[src/rtl/io_select_sequencer_pkg.sv]
// Shared types and helpers for the I/O chip-select sequencer.
package io_select_sequencer_pkg;

  localparam int NDEV  = 8;
  localparam int DEV_W = 3;

  typedef enum logic [1:0] {
    IDLE,
    SETUP,
    STROBE,
    HOLD
  } state_t;

  // Active-low one-of-eight decode; a disabled decode leaves every select high.
  function automatic logic [NDEV-1:0] sel_n(input logic [DEV_W-1:0] idx, input logic en);
    logic [NDEV-1:0] s;
    s = '1;
    if (en) s[idx] = 1'b0;
    return s;
  endfunction

endpackage

[src/rtl/io_select_sequencer_if.sv]
// Requester-side bus bundle: request, target device, direction, grant and ack.
interface io_select_sequencer_if #(
  parameter int NREQ = 4
);
  import io_select_sequencer_pkg::*;

  logic [NREQ-1:0]       req;
  logic [DEV_W*NREQ-1:0] dev;
  logic [NREQ-1:0]       wr;
  logic [NREQ-1:0]       gnt;
  logic [NREQ-1:0]       ack;

  modport master (output req, dev, wr, input gnt, ack);
  modport slave  (input req, dev, wr, output gnt, ack);

endinterface

[src/rtl/io_select_sequencer_rr_arbiter.sv]
// Combinational round-robin pick: first set request at or after ptr, wrapping.
module io_select_sequencer_rr_arbiter #(
  parameter  int NREQ  = 4,
  localparam int IDX_W = (NREQ > 1) ? $clog2(NREQ) : 1
) (
  input  logic [NREQ-1:0]  req,
  input  logic [IDX_W-1:0] ptr,
  output logic [IDX_W-1:0] winner,
  output logic             valid
);

  // Scanning from the farthest offset down lets the nearest set bit overwrite the rest.
  always_comb begin
    logic [IDX_W-1:0] idx;
    winner = '0;
    valid  = 1'b0;
    idx    = '0;
    for (int i = NREQ - 1; i >= 0; i--) begin
      idx = IDX_W'((int'(ptr) + i) % NREQ);
      if (req[idx]) begin
        winner = idx;
        valid  = 1'b1;
      end
    end
  end

endmodule

[src/rtl/io_select_sequencer.sv]
// Arbitrates requesters onto one active-low chip-select decode and sequences
// each access as setup, strobe (programmable width), hold and turnaround.
module io_select_sequencer
  import io_select_sequencer_pkg::*;
#(
  parameter int NREQ   = 4,
  parameter int WAIT_W = 4
) (
  input  logic                    clk,
  input  logic                    reset,
  io_select_sequencer_if.slave    bus,
  input  logic [NDEV*WAIT_W-1:0]  wait_cfg,
  output logic [NDEV-1:0]         cs_n,
  output logic                    rd_n,
  output logic                    wr_n,
  output logic                    busy
);

  localparam int IDX_W = (NREQ > 1) ? $clog2(NREQ) : 1;

  state_t             state, next_state;
  logic [IDX_W-1:0]   ptr;
  logic [IDX_W-1:0]   winner_q;
  logic [DEV_W-1:0]   dev_q;
  logic               wr_q;
  logic [WAIT_W-1:0]  count, count_next;
  logic [NREQ-1:0]    gnt_q, ack_q;

  logic [IDX_W-1:0]   arb_winner;
  logic               arb_valid;
  logic [DEV_W-1:0]   arb_dev;
  logic               arb_wr;
  logic [WAIT_W-1:0]  arb_wait;
  logic [IDX_W-1:0]   ptr_next;
  logic               load;

  logic [IDX_W-1:0]   winner_n;
  logic [DEV_W-1:0]   dev_n;
  logic               wr_n_src;
  logic [NREQ-1:0]    gnt_d, ack_d;
  logic               cs_en, rd_d, wr_d;

  io_select_sequencer_rr_arbiter #(.NREQ(NREQ)) u_arb (
    .req    (bus.req),
    .ptr    (ptr),
    .winner (arb_winner),
    .valid  (arb_valid)
  );

  assign arb_dev  = bus.dev[DEV_W*int'(arb_winner) +: DEV_W];
  assign arb_wr   = bus.wr[arb_winner];
  assign arb_wait = wait_cfg[WAIT_W*int'(arb_dev) +: WAIT_W];
  assign ptr_next = (arb_winner == IDX_W'(NREQ - 1)) ? '0 : arb_winner + IDX_W'(1);

  assign bus.gnt = gnt_q;
  assign bus.ack = ack_q;

  // Next-state logic; outputs are decoded from the next state so they can be registered.
  always_comb begin
    next_state = state;
    count_next = count;
    load       = 1'b0;
    unique case (state)
      IDLE: begin
        if (arb_valid) begin
          next_state = SETUP;
          load       = 1'b1;
          count_next = arb_wait;
        end
      end
      SETUP:  next_state = STROBE;
      STROBE: begin
        if (count == '0) next_state = HOLD;
        else             count_next = count - WAIT_W'(1);
      end
      HOLD:   next_state = IDLE;
      default: next_state = IDLE;
    endcase
  end

  always_comb begin
    winner_n = load ? arb_winner : winner_q;
    dev_n    = load ? arb_dev    : dev_q;
    wr_n_src = load ? arb_wr     : wr_q;
    gnt_d    = '0;
    ack_d    = '0;
    cs_en    = 1'b0;
    rd_d     = 1'b1;
    wr_d     = 1'b1;
    unique case (next_state)
      SETUP: begin
        gnt_d = NREQ'(1) << winner_n;
        cs_en = 1'b1;
      end
      STROBE: begin
        gnt_d = NREQ'(1) << winner_n;
        cs_en = 1'b1;
        rd_d  = wr_n_src;
        wr_d  = ~wr_n_src;
      end
      HOLD: begin
        gnt_d = NREQ'(1) << winner_n;
        ack_d = NREQ'(1) << winner_n;
        cs_en = 1'b1;
      end
      default: ;
    endcase
  end

  always_ff @(posedge clk) begin
    if (reset) begin
      state    <= IDLE;
      ptr      <= '0;
      winner_q <= '0;
      dev_q    <= '0;
      wr_q     <= 1'b0;
      count    <= '0;
      gnt_q    <= '0;
      ack_q    <= '0;
      cs_n     <= '1;
      rd_n     <= 1'b1;
      wr_n     <= 1'b1;
      busy     <= 1'b0;
    end else begin
      state <= next_state;
      count <= count_next;
      if (load) begin
        winner_q <= arb_winner;
        dev_q    <= arb_dev;
        wr_q     <= arb_wr;
        ptr      <= ptr_next;
      end
      gnt_q <= gnt_d;
      ack_q <= ack_d;
      cs_n  <= sel_n(dev_n, cs_en);
      rd_n  <= rd_d;
      wr_n  <= wr_d;
      busy  <= (next_state != IDLE);
    end
  end

endmodule
[src/flat_wrapper.sv]
// flat-port wrapper written by rule: the top's interface ports become plain ports
module io_select_sequencer_flat import io_select_sequencer_pkg::*;
#(
  parameter int NREQ   = 4,
  parameter int WAIT_W = 4
)
  (clk, reset, wait_cfg, cs_n, rd_n, wr_n, busy, bus_req, bus_dev, bus_wr, bus_gnt, bus_ack);
  io_select_sequencer_if #(.NREQ(NREQ)) bus_i ();
  input  logic clk;
  input  logic reset;
  input  logic [NDEV*WAIT_W-1:0] wait_cfg;
  output logic [NDEV-1:0] cs_n;
  output logic rd_n;
  output logic wr_n;
  output logic busy;
  input wire logic [$bits(bus_i.req)-1:0] bus_req;
  input wire logic [$bits(bus_i.dev)-1:0] bus_dev;
  input wire logic [$bits(bus_i.wr)-1:0] bus_wr;
  output wire logic [$bits(bus_i.gnt)-1:0] bus_gnt;
  output wire logic [$bits(bus_i.ack)-1:0] bus_ack;
  assign bus_i.req = bus_req;
  assign bus_i.dev = bus_dev;
  assign bus_i.wr = bus_wr;
  assign bus_gnt = bus_i.gnt;
  assign bus_ack = bus_i.ack;
  io_select_sequencer #(.NREQ(NREQ), .WAIT_W(WAIT_W)) u_core (.clk(clk), .reset(reset), .bus(bus_i), .wait_cfg(wait_cfg), .cs_n(cs_n), .rd_n(rd_n), .wr_n(wr_n), .busy(busy));
endmodule
[config.mk]
export PLATFORM = sky130hd
export DESIGN_NAME = io_select_sequencer_flat
export DESIGN_NICKNAME = d
export VERILOG_FILES = /design/src/rtl/io_select_sequencer_pkg.sv /design/src/rtl/io_select_sequencer_if.sv /design/src/rtl/io_select_sequencer_rr_arbiter.sv /design/src/rtl/io_select_sequencer.sv /design/src/flat_wrapper.sv
export SDC_FILE = /design/constraint.sdc
export NUM_CORES = 1
export LEC_CHECK = 0
export ABC_AREA = 1
export ABC_CLOCK_PERIOD_IN_PS = 3900
export BUFFER_PORTS_ARGS = -buffer_cell sky130_fd_sc_hd__buf_2
export CAP_MARGIN = 20
export CORE_AREA = 2 2 69 71
export DETAILED_ROUTE_END_ITERATION = 10
export DIE_AREA = 0 0 71 73
export GPL_TIMING_DRIVEN = 0
export PLACE_DENSITY = 0.74
export SYNTH_ARGS = -nofsm -noshare
export SYNTH_HDL_FRONTEND = slang
export SYNTH_SLANG_ARGS = --single-unit
[constraint.sdc]
create_clock -name clk -period 3.9 [get_ports clk]
set_input_delay 0.195 -clock clk [delete_from_list [all_inputs] [get_ports clk]]
set_output_delay 0.195 -clock clk [all_outputs]
set_load 0.01 [all_outputs]
==> run metrics, run 1 <==
CTS tree yes; biggest area consumer among synthesized cells dfxtp_1; FF-to-FF setup slack 1.64 ns; Hold Path Depth 2; number of cells on the worst reg-to-reg path 17; cell count after synthesis 304; count of endpoints failing setup in the final report 0; layout cells sized above 1 33.1%; path class of the lowest-slack min-delay path in2reg; critical path's largest stage delay 0.33 ns; total buffers and inverters traversed by the critical path 5; nets in the synthesized netlist 363; Post-CTS Hold Fix Bufs 0; largest net degree at the start of global routing 11; share of synthesized area occupied by flip-flops and latches 32.3%; instance count on the critical path 17; count of maximum capacitance violations 0; critical path class reg2reg; core outline area 0.00454 mm2; worst relative slew slack 66.9%; setup repair after global routing missed its margin false; count of boundary I/O pins 73; routability congestion estimate 0.841; Layout area overhead 25.8%; per-cell via count in the routed design 4.91; final hold violations 0; Slowest cell on crit path dfxtp_1; Die ar. 0.00518 mm2; leakage power 1.35 nW; total number of vias 2,149; post-synthesis compound-gate area fraction 9.35%; Critical Path Fanout Max 10; kind of cell adding the most delay to the critical path simple AND/OR/NAND/NOR gates; global route overflow 0; FP Rows 25; hold slack 0.125 ns; Slew Limit Fails 0; number of gates given a new drive strength after cts 0; maximum level of the CTS H-tree 2; clock tree skew after final layout 0.00424 ns; buffers inserted by post-CTS timing repair 0; count of input and output buffers 72; Required @ worst endpoint 4.06 ns; post-route clock period utilization 57.9%; post-synthesis instance area 0.00205 mm2; dominant cells by area after synthesis dfxtp_1, nand2_1, nand3_1, inv_1, nor2_1; number of design rule violations left after detail routing 0; final routed wire length divided by cell count 10.6 um; total of warnings raised by yosys 0; top achievable clock speed 443 MHz; cell chain of the critical path buf_6 > nand2_1 > nand3_2 > nand2_2 > inv_2 > nand2_1 > nand2_2 > nand2_2 > buf_6 > inv_2 > nand2_1 > nand3_1 > nand2_2 > o21ai_2 > inv_2 > nor2_1 > nand2_1; Pre-Repair DR Iteration Count 4; die boundary width 71 um; vias in the first global route 1,840; area fraction in and, or, nand and nor cells after synthesis 44.5%; initial core utilization 45.2%; filler instances 450; nature of the critical path endpoint register; leading cell type in the layout, fill and taps excluded buf_2; Clock Latency Late Sink 0.28 ns; clk slew on worst S/H paths 0.07 ns; dominant combinational cell family by area after synthesis simple AND/OR/NAND/NOR gates; register area 661 um2; arrival time at the worst endpoint 2.41 ns; number of antenna-violating nets in the routed design 0; worst ir drop on vdd 0.502 mV; Tightest Pin Transition 0.494 ns; global-route wire length before repair 7590 um; Die Y 73 um; cts bufs inserted 5; power density of the placed cells 959 mW/mm2; Mapped Avg Cell Area 6.74 um2; DP Wirelength 3770 um; distinct cell type count of the synthesized netlist 28; most frequent cells in the layout buf_2, nand2_1, nand3_1, inv_1, nor2_1; clk sinks 33; fraction of synthesized area in multiplexers 0%; Ant. Diodes 0; number of synthesized register bits 33; routed wire length 4640 um; buffer cell driving the clock tree root clkbuf_8; outcome finished, final reports clean; final layout net count 442; drt initial violations 108; top cell type's share of synthesized area 32.3%; xor/xnor share of the synthesized area 0%; Final min period 2.26 ns; antenna violations before repair 0; overall fraction of global-route tracks in use 17.9%; buffer levels on the longest clock path 2; setup tns final 0 ns; crit start category register; Multi-input gate area 0.00117 mm2; adder-cell area share of the yosys netlist 3.05%
power by group:
group	internal, mW	switching (mW)
registers	0.459	0.0429
logic	0.602	1.09
clock network	0.159	0.116
registers in the layout, summed over array words and instances, names as in the netlist, 2 cells and up:
register and cells:
u_core.cs_n 8, u_core.dev_q 3, u_core.winner_q 2, u_core.ptr 2
u_core.bus.ack 4, u_core.state 2, u_core.count 4, u_core.bus.gnt 4
per-stage QoR:
| step | std cells | instance area (um2) | utilization (%) | setup slack [ns] | power [mW] |
|---|---|---|---|---|---|
| finish | 438 | 2580 | 56.8 | 1.64 | 2.47 |
| global route | 438 | 2580 | 56.8 | 1.37 | 2.75 |
| CTS | 438 | 2580 | 56.8 | 1.63 | 2.49 |
| detailed placement | 430 | 2480 | 54.6 | 1.65 | 2.21 |
| global placement | 430 | 2480 | 54.6 | 1.70 | 2.18 |
| floorplan | 304 | 2050 | - | 1.92 | 1.84 |
Yosys cell counts:
master	number
a32o_1	1
buf_2	2
clkbuf_1	1
nand3_2	8
o21ai_2	3
inv_2	7
dfxtp_1	33
inv_1	36
o21ai_1	2
nand3_4	2
nand2_1	70
o211ai_1	3
nand3_1	43
or2_1	4
nand2_2	13
buf_6	3
ha_1	5
inv_4	2
nor2_2	2
nor2_1	35
o21ai_0	7
nor3_2	1
nor3_1	2
a21boi_4	1
nand2_4	3
nand3b_1	2
o221ai_1	1
a21oi_1	12
layout make-up:
cell class              count  area share, %
plain buffers               6           1.84
flip-flops and latches     33           25.6
repair buffers             72           14.0
clock inverters             1          0.194
well taps                  54           2.62
multi-input cells         220           45.2
inverters                  45           6.75
clock buffers               7           3.74
worst reg2reg max path: stages (launching register included):
cell	delay, ns
dfxtp_1	0.33
buf_6	0.14
nand2_1	0.10
nand3_2	0.14
nand2_2	0.08
inv_2	0.08
nand2_1	0.06
nand2_2	0.11
nand2_2	0.11
buf_6	0.16
inv_2	0.09
nand2_1	0.05
nand3_1	0.08
nand2_2	0.13
o21ai_2	0.19
inv_2	0.06
nor2_1	0.15
nand2_1	0.07
cell families after synthesis:
family	count (synthesis)
AO/OA/AOI/OAI	30
adder cells (fa/ha/maj)	5
buffers and inverters	51
flip-flops	33
AND/OR/NAND/NOR	185
per-layer routing:
metal	share of wire (%)	wire length, um	GRT usage (%)
met5	0	0	0
met4	1.0	48	4.40
met3	4.9	229	2.90
met2	48	2220	31.0
met1	46	2150	23.4
path summary, 6_finish.rpt:
path / end / from
max: u_core.cs_n[6] / u_core.ptr[0]
min: u_core.state[1] / reset
max reg2reg: u_core.cs_n[6] / u_core.ptr[0]
min reg2reg: u_core.wr_n / u_core.wr_q
No activity file was read; power rests on OpenSTA's default activity.
==> run 2: changes to the inputs <==
--- a/config.mk
+++ b/config.mk
@@ -5,15 +5,15 @@
 export SDC_FILE = /design/constraint.sdc
 export NUM_CORES = 1
 export LEC_CHECK = 0
-export ABC_AREA = 1
-export ABC_CLOCK_PERIOD_IN_PS = 3900
+export ABC_AREA = 0
+export ABC_CLOCK_PERIOD_IN_PS = 2350
 export BUFFER_PORTS_ARGS = -buffer_cell sky130_fd_sc_hd__buf_2
 export CAP_MARGIN = 20
-export CORE_AREA = 2 2 69 71
+export CORE_AREA = 2 2 65 67
 export DETAILED_ROUTE_END_ITERATION = 10
-export DIE_AREA = 0 0 71 73
+export DIE_AREA = 0 0 67 69
 export GPL_TIMING_DRIVEN = 0
-export PLACE_DENSITY = 0.74
+export PLACE_DENSITY = 0.76
 export SYNTH_ARGS = -nofsm -noshare
 export SYNTH_HDL_FRONTEND = slang
 export SYNTH_SLANG_ARGS = --single-unit
==> constraint.sdc (replaced) <==
create_clock -name clk -period 2.35 [get_ports clk]
set_input_delay 0.1175 -clock clk [delete_from_list [all_inputs] [get_ports clk]]
set_output_delay 0.1175 -clock clk [all_outputs]
set_load 0.01 [all_outputs]
==> run 2 against run 1 <==
Compared with the run above:
- sequential share of layout area increased by 1.1 points
- cell count decreased by 21%
- clock-buffer cell count decreased by 2
- sequential power increased by 65%
- synthesized area decreased by 12%
- via count decreased by 17%
==> run metrics, run 2 <==
outcome finished, final reports clean; count of maximum capacitance violations 0; total number of vias 1,775; worst ir drop on vdd 0.602 mV; routability congestion estimate 0.812; filler instances 362; setup tns final 0 ns; Critical Path Fanout Max 6; setup repair after global routing missed its margin true; Worst path most repeated cell mux2_4; register area 664 um2; routed wire length 4300 um; top cell type's share of synthesized area 36.5%; arrival time at the worst endpoint 2.42 ns; distinct cell type count of the synthesized netlist 48; Layout area overhead 37.2%; vias in the first global route 1,665; total of warnings raised by yosys 0; largest net degree at the start of global routing 12; maximum level of the CTS H-tree 2; leakage power 1.14 nW; FP Rows 23; final standard cell area without fillers 0.00248 mm2; per-cell via count in the routed design 5.10; count of input and output buffers 72; initial core utilization 46.2%; clk sinks 33; register bank with the most flops u_core.cs_n; Post-Place Cell Area 0.00223 mm2; overall fraction of global-route tracks in use 19.8%; drt initial violations 73; number of enable flip-flop cells after synthesis 0; ranking of synthesized cells by instance count dfxtp_1, nand2_1, nor2_1; Clock Latency Late Sink 0.29 ns; Multi-input gate area 0.00115 mm2; nets in the synthesized netlist 268; global route overflow 0; critical path class reg2reg; cts bufs inserted 5; leading cell type in the layout, fill and taps excluded buf_2; number of cells on the worst reg-to-reg path 8; kind of cell adding the most delay to the critical path simple AND/OR/NAND/NOR gates; clk slew on worst S/H paths 0.07 ns; Layout Utilization 63.4%; Pre-Repair DR Iteration Count 4; Main synth FF type dfxtp_1; Tightest Pin Transition 0.586 ns; clock tree skew after final layout 0.00451 ns; post-route clock period utilization 96.5%; number of design rule violations left after detail routing 0; cell chain of the critical path and2_4 > and2_0 > or3_1 > buf_6 > mux2_4 > mux2_4 > a221oi_2 > a311oi_1; DP Wirelength 3290 um; Mapped Avg Cell Area 8.65 um2; final routed wire length divided by cell count 12.4 um; path class of the lowest-slack min-delay path in2reg; global-route wire length before repair 7120 um; Die Y 69 um; total buffers and inverters traversed by the critical path 1; FF-to-FF setup slack 0.08 ns; Cells after DPL 331; final hold violations 0; FFs w/ async S/R, synth 0%; Ant. Diodes 0; layout cells sized above 1 41.6%; worst relative slew slack 60.5%; share of synthesized area occupied by flip-flops and latches 36.5%; worst hold start reset; non-filler cells in the finished layout 348; leading cell type by number of instances after synthesis dfxtp_1; count of boundary I/O pins 73; core outline area 0.00391 mm2; biggest area consumer among synthesized cells dfxtp_1; number of antenna-violating nets in the routed design 0; die boundary width 67 um; CTS tree yes; Post-CTS Hold Fix Bufs 0; Hold Path Depth 2; cell count after synthesis 209; worst reg2reg path endpoint u_core.count[2]; buffer cell driving the clock tree root clkbuf_8; top achievable clock speed 441 MHz; dominant cells by area after synthesis dfxtp_1, mux2i_1, nand2_1, nor2_1, ha_1; Slew Limit Fails 0; antenna violations before repair 0; post-synthesis instance area 0.00181 mm2; buffer levels on the longest clock path 2; destination of the worst hold path u_core.state[0]; final layout net count 356; count of endpoints failing setup in the final report 0; Final min period 2.27 ns; Die ar. 0.00462 mm2; power density of the placed cells 1220 mW/mm2; reg2reg start u_core.ptr[1]; Slowest cell on crit path dfxtp_4; final total power 3.02 mW; crit start category register; max FFs per register 8; nature of the critical path endpoint register; most frequent cells in the layout buf_2, dfxtp_1, nand2_1, nor2_1, mux2i_1; critical path's largest stage delay 0.36 ns; number of synthesized register bits 33; Required @ worst endpoint 2.51 ns
run 2: cell types whose count changed after synthesis, moves of 10 or more:
cell,previous run,this run
nand3_1,43,8
mux2i_1,0,15
inv_1,36,8
nor2_1,35,25
nand2_2,13,0
nand2_1,70,28
run 2: final cells by class:
type | count | share of cell area [%]
flip-flops and latches | 33 | 26.8
inverters | 9 | 1.46
repair buffers | 82 | 17.7
plain buffers | 5 | 1.56
well taps | 50 | 2.52
multi-input cells | 161 | 46.5
clock buffers | 5 | 2.77
clock inverters | 3 | 0.706
run 2: per-stage QoR:
step,hold slack [ns],setup WS (ns)
finish,0.116,0.0831
global route,0.134,-0.0127
CTS,0.107,0.0403
global placement,0.402,-0.148
detailed placement,0.411,-0.134
floorplan,0.208,0.169
run 2: routing by layer:
metal	wire (um)	track usage, %	share of wire (%)
met1	1830	23.1	42
met2	2190	33.2	51
met3	193	5.71	4.5
met4	87	7.94	2.0
met5	0	0	0
run 2: how the worst max path moves through the flow:
stage                  start               to  slack, ns  cells after the start
2_1_floorplan  u_core.ptr[1]  u_core.count[2]       0.17                      8
3_3_place_gp      bus_req[1]   u_core.cs_n[2]      -0.15                      8
3_5_place_dp      bus_req[1]   u_core.cs_n[4]      -0.13                      8
4_1_cts        u_core.ptr[1]   u_core.cs_n[4]       0.04                      9
5_1_grt        u_core.ptr[1]  u_core.count[2]      -0.01                      9
6_report       u_core.ptr[1]  u_core.count[2]       0.08                      8
run 2: logic make-up after synthesis:
logic type	count (synthesis)	synth area share (%)
compound gates	35	14.3
buf+inv	15	4.01
fa+ha+maj	5	3.46
simple gates	98	27.8
flops	33	36.5
mux	23	14.0
run 2: what timing repair did:
item,CTS,global route
buffers inserted,1,9
endpoints found under the setup margin,7,12
pin swaps,0,8
gates resized for setup,2,19
hold endpoints to repair,0,0
run 2: power breakdown:
group | switching, mW | internal, mW
Sequential | 0.0828 | 0.747
Clock | 0.206 | 0.204
Combinational | 0.954 | 0.824
==> run 3: changes to the inputs <==
--- a/config.mk
+++ b/config.mk
@@ -9,11 +9,11 @@
 export ABC_CLOCK_PERIOD_IN_PS = 2350
 export BUFFER_PORTS_ARGS = -buffer_cell sky130_fd_sc_hd__buf_2
 export CAP_MARGIN = 20
-export CORE_AREA = 2 2 65 67
+export CORE_AREA = 2 2 89 91
 export DETAILED_ROUTE_END_ITERATION = 10
-export DIE_AREA = 0 0 67 69
+export DIE_AREA = 0 0 91 93
 export GPL_TIMING_DRIVEN = 0
-export PLACE_DENSITY = 0.76
+export PLACE_DENSITY = 0.45
 export SYNTH_ARGS = -nofsm -noshare
 export SYNTH_HDL_FRONTEND = slang
 export SYNTH_SLANG_ARGS = --single-unit
==> run 3 against run 2 <==
Compared with the run above:
- first-iteration DRC count shrank 44%
- clock power rose by 33%
- setup slack worse by 0.017 ns
- sequential power hardly changed
- non-clock buffer count grew 2
- clock skew about the same
- combinational power is 3% higher
- die area increased by 83%
- critical endpoint is now u_core.count[3]
==> run metrics, run 3 (synthesis gave the netlist of run 2 again) <==
buffer levels on the longest clock path 2; final routed wire length divided by cell count 12.4 um; Final min period 2.28 ns; global-route wire length before repair 8170 um; Clock Latency Late Sink 0.28 ns; clock tree skew after final layout 0.00446 ns; Pre-Repair DR Iteration Count 4; Post-CTS Hold Fix Bufs 0; layout cells sized above 1 40.7%; arrival time at the worst endpoint 2.46 ns; count of maximum capacitance violations 0; die boundary width 91 um; Layout Utilization 34.5%; drt initial violations 41; final hold violations 0; Tightest Pin Transition 0.585 ns; number of design rule violations left after detail routing 0; Slew Limit Fails 0; largest net degree at the start of global routing 11; worst relative slew slack 60.6%; worst reg2reg path endpoint u_core.count[3]; setup repair after global routing missed its margin true; crit start category register; FF-to-FF setup slack 0.07 ns; routability congestion estimate 0.769; per-cell via count in the routed design 4.39; count of boundary I/O pins 73; final layout net count 358; number of antenna-violating nets in the routed design 0; Die Y 93 um; Post-Place Cell Area 0.00230 mm2; Layout area overhead 43.8%; number of cells on the worst reg-to-reg path 9; register bank with the most flops u_core.cs_n; DP Wirelength 3860 um; pre-CTS WS -0.365 ns; core outline area 0.00753 mm2; clk sinks 33; hold slack 0.119 ns; leakage power 1.17 nW; Hold Path Depth 2; global route overflow 0; reg2reg start u_core.ptr[1]; post-route clock period utilization 97.2%; register area 664 um2; overall fraction of global-route tracks in use 11.9%; antenna violations before repair 0; Required @ worst endpoint 2.52 ns; nature of the critical path endpoint register; path class of the lowest-slack min-delay path in2reg; cts bufs inserted 5; worst hold start reset; count of input and output buffers 72; initial core utilization 24.0%; maximum level of the CTS H-tree 2; outcome finished, final reports clean; filler instances 841; Critical Path Fanout Max 8; vias in the first global route 1,778; final standard cell area without fillers 0.00260 mm2; leading cell type in the layout, fill and taps excluded buf_2; buffer cell driving the clock tree root clkbuf_8; worst ir drop on vdd 0.399 mV; top achievable clock speed 438 MHz; power density of the placed cells 1240 mW/mm2; Ant. Diodes 0; destination of the worst hold path u_core.state[1]; count of endpoints failing setup in the final report 0; critical path class reg2reg; FP Rows 32; Multi-input gate area 0.00116 mm2; routed wire length 4970 um; most frequent cells in the layout buf_2, dfxtp_1, nand2_1, nor2_1, mux2i_1; CTS tree yes; clk slew on worst S/H paths 0.07 ns; Die ar. 0.00846 mm2; max FFs per register 8; post-route setup slack 0.0658 ns; total number of vias 1,765
[run 3: final cells by class]
type / instances / share of cell area, %
clock buffers: 7 / 3.32
well taps: 102 / 4.91
flip-flops and latches: 33 / 25.6
repair buffers: 84 / 17.6
inverters: 9 / 1.40
plain buffers: 5 / 1.49
clock inverters: 1 / 1.15
multi-input cells: 161 / 44.6
[run 3: critical path, stage by stage (launching register included)]
cell and delay [ns]:
dfxtp_4 0.36, and2_4 0.15, o211a_4 0.26, nor2_8 0.19, mux2i_4 0.29, mux2_4 0.24, buf_8 0.14, mux2i_1 0.19
a22oi_1 0.10, a41o_1 0.26
[run 3: where the power goes]
part / total (mW) / switching [mW] / internal, mW
logic: 1.84 / 0.992 / 0.852
registers: 0.829 / 0.0824 / 0.747
clock network: 0.544 / 0.199 / 0.346
[run 3: how the worst max path moves through the flow]
stage | start | endpoint | slack [ns] | cells after the start
floorplan | u_core.ptr[1] | u_core.count[2] | 0.17 | 8
global placement | bus_req[1] | u_core.cs_n[0] | -0.39 | 8
detailed placement | bus_req[1] | u_core.cs_n[0] | -0.36 | 8
CTS | u_core.ptr[1] | u_core.count[0] | 0.04 | 9
global route | u_core.ptr[1] | u_core.count[2] | -0.05 | 8
finish | u_core.ptr[1] | u_core.count[3] | 0.07 | 9
[run 3: repair_timing]
action	CTS	global route
setup buffers	3	9
endpoints found under the setup margin	12	12
hold endpoints to repair	0	0
cloned	0	0
resized for setup	11	11
pin swaps	1	8
[run 3: per-layer routing]
metal  global-route usage, %  vias up  share of wire (%)
met5                       0        -                  0
met2                    21.7       30                 50
met1                    14.5      823                 45
met4                    3.03        0                1.2
li1                        -      906                  -
met3                    2.34        6                3.4
[run 3: through the flow]
stage / total power, mW / std cells / TNS (ns)
2_1_floorplan: 2.02 / 209 / 0
3_3_place_gp: 2.43 / 383 / -3.87
3_5_place_dp: 2.44 / 383 / -3.47
4_1_cts: 3.10 / 394 / 0
5_1_grt: 3.49 / 402 / -0.126
6_report: 3.22 / 402 / 0
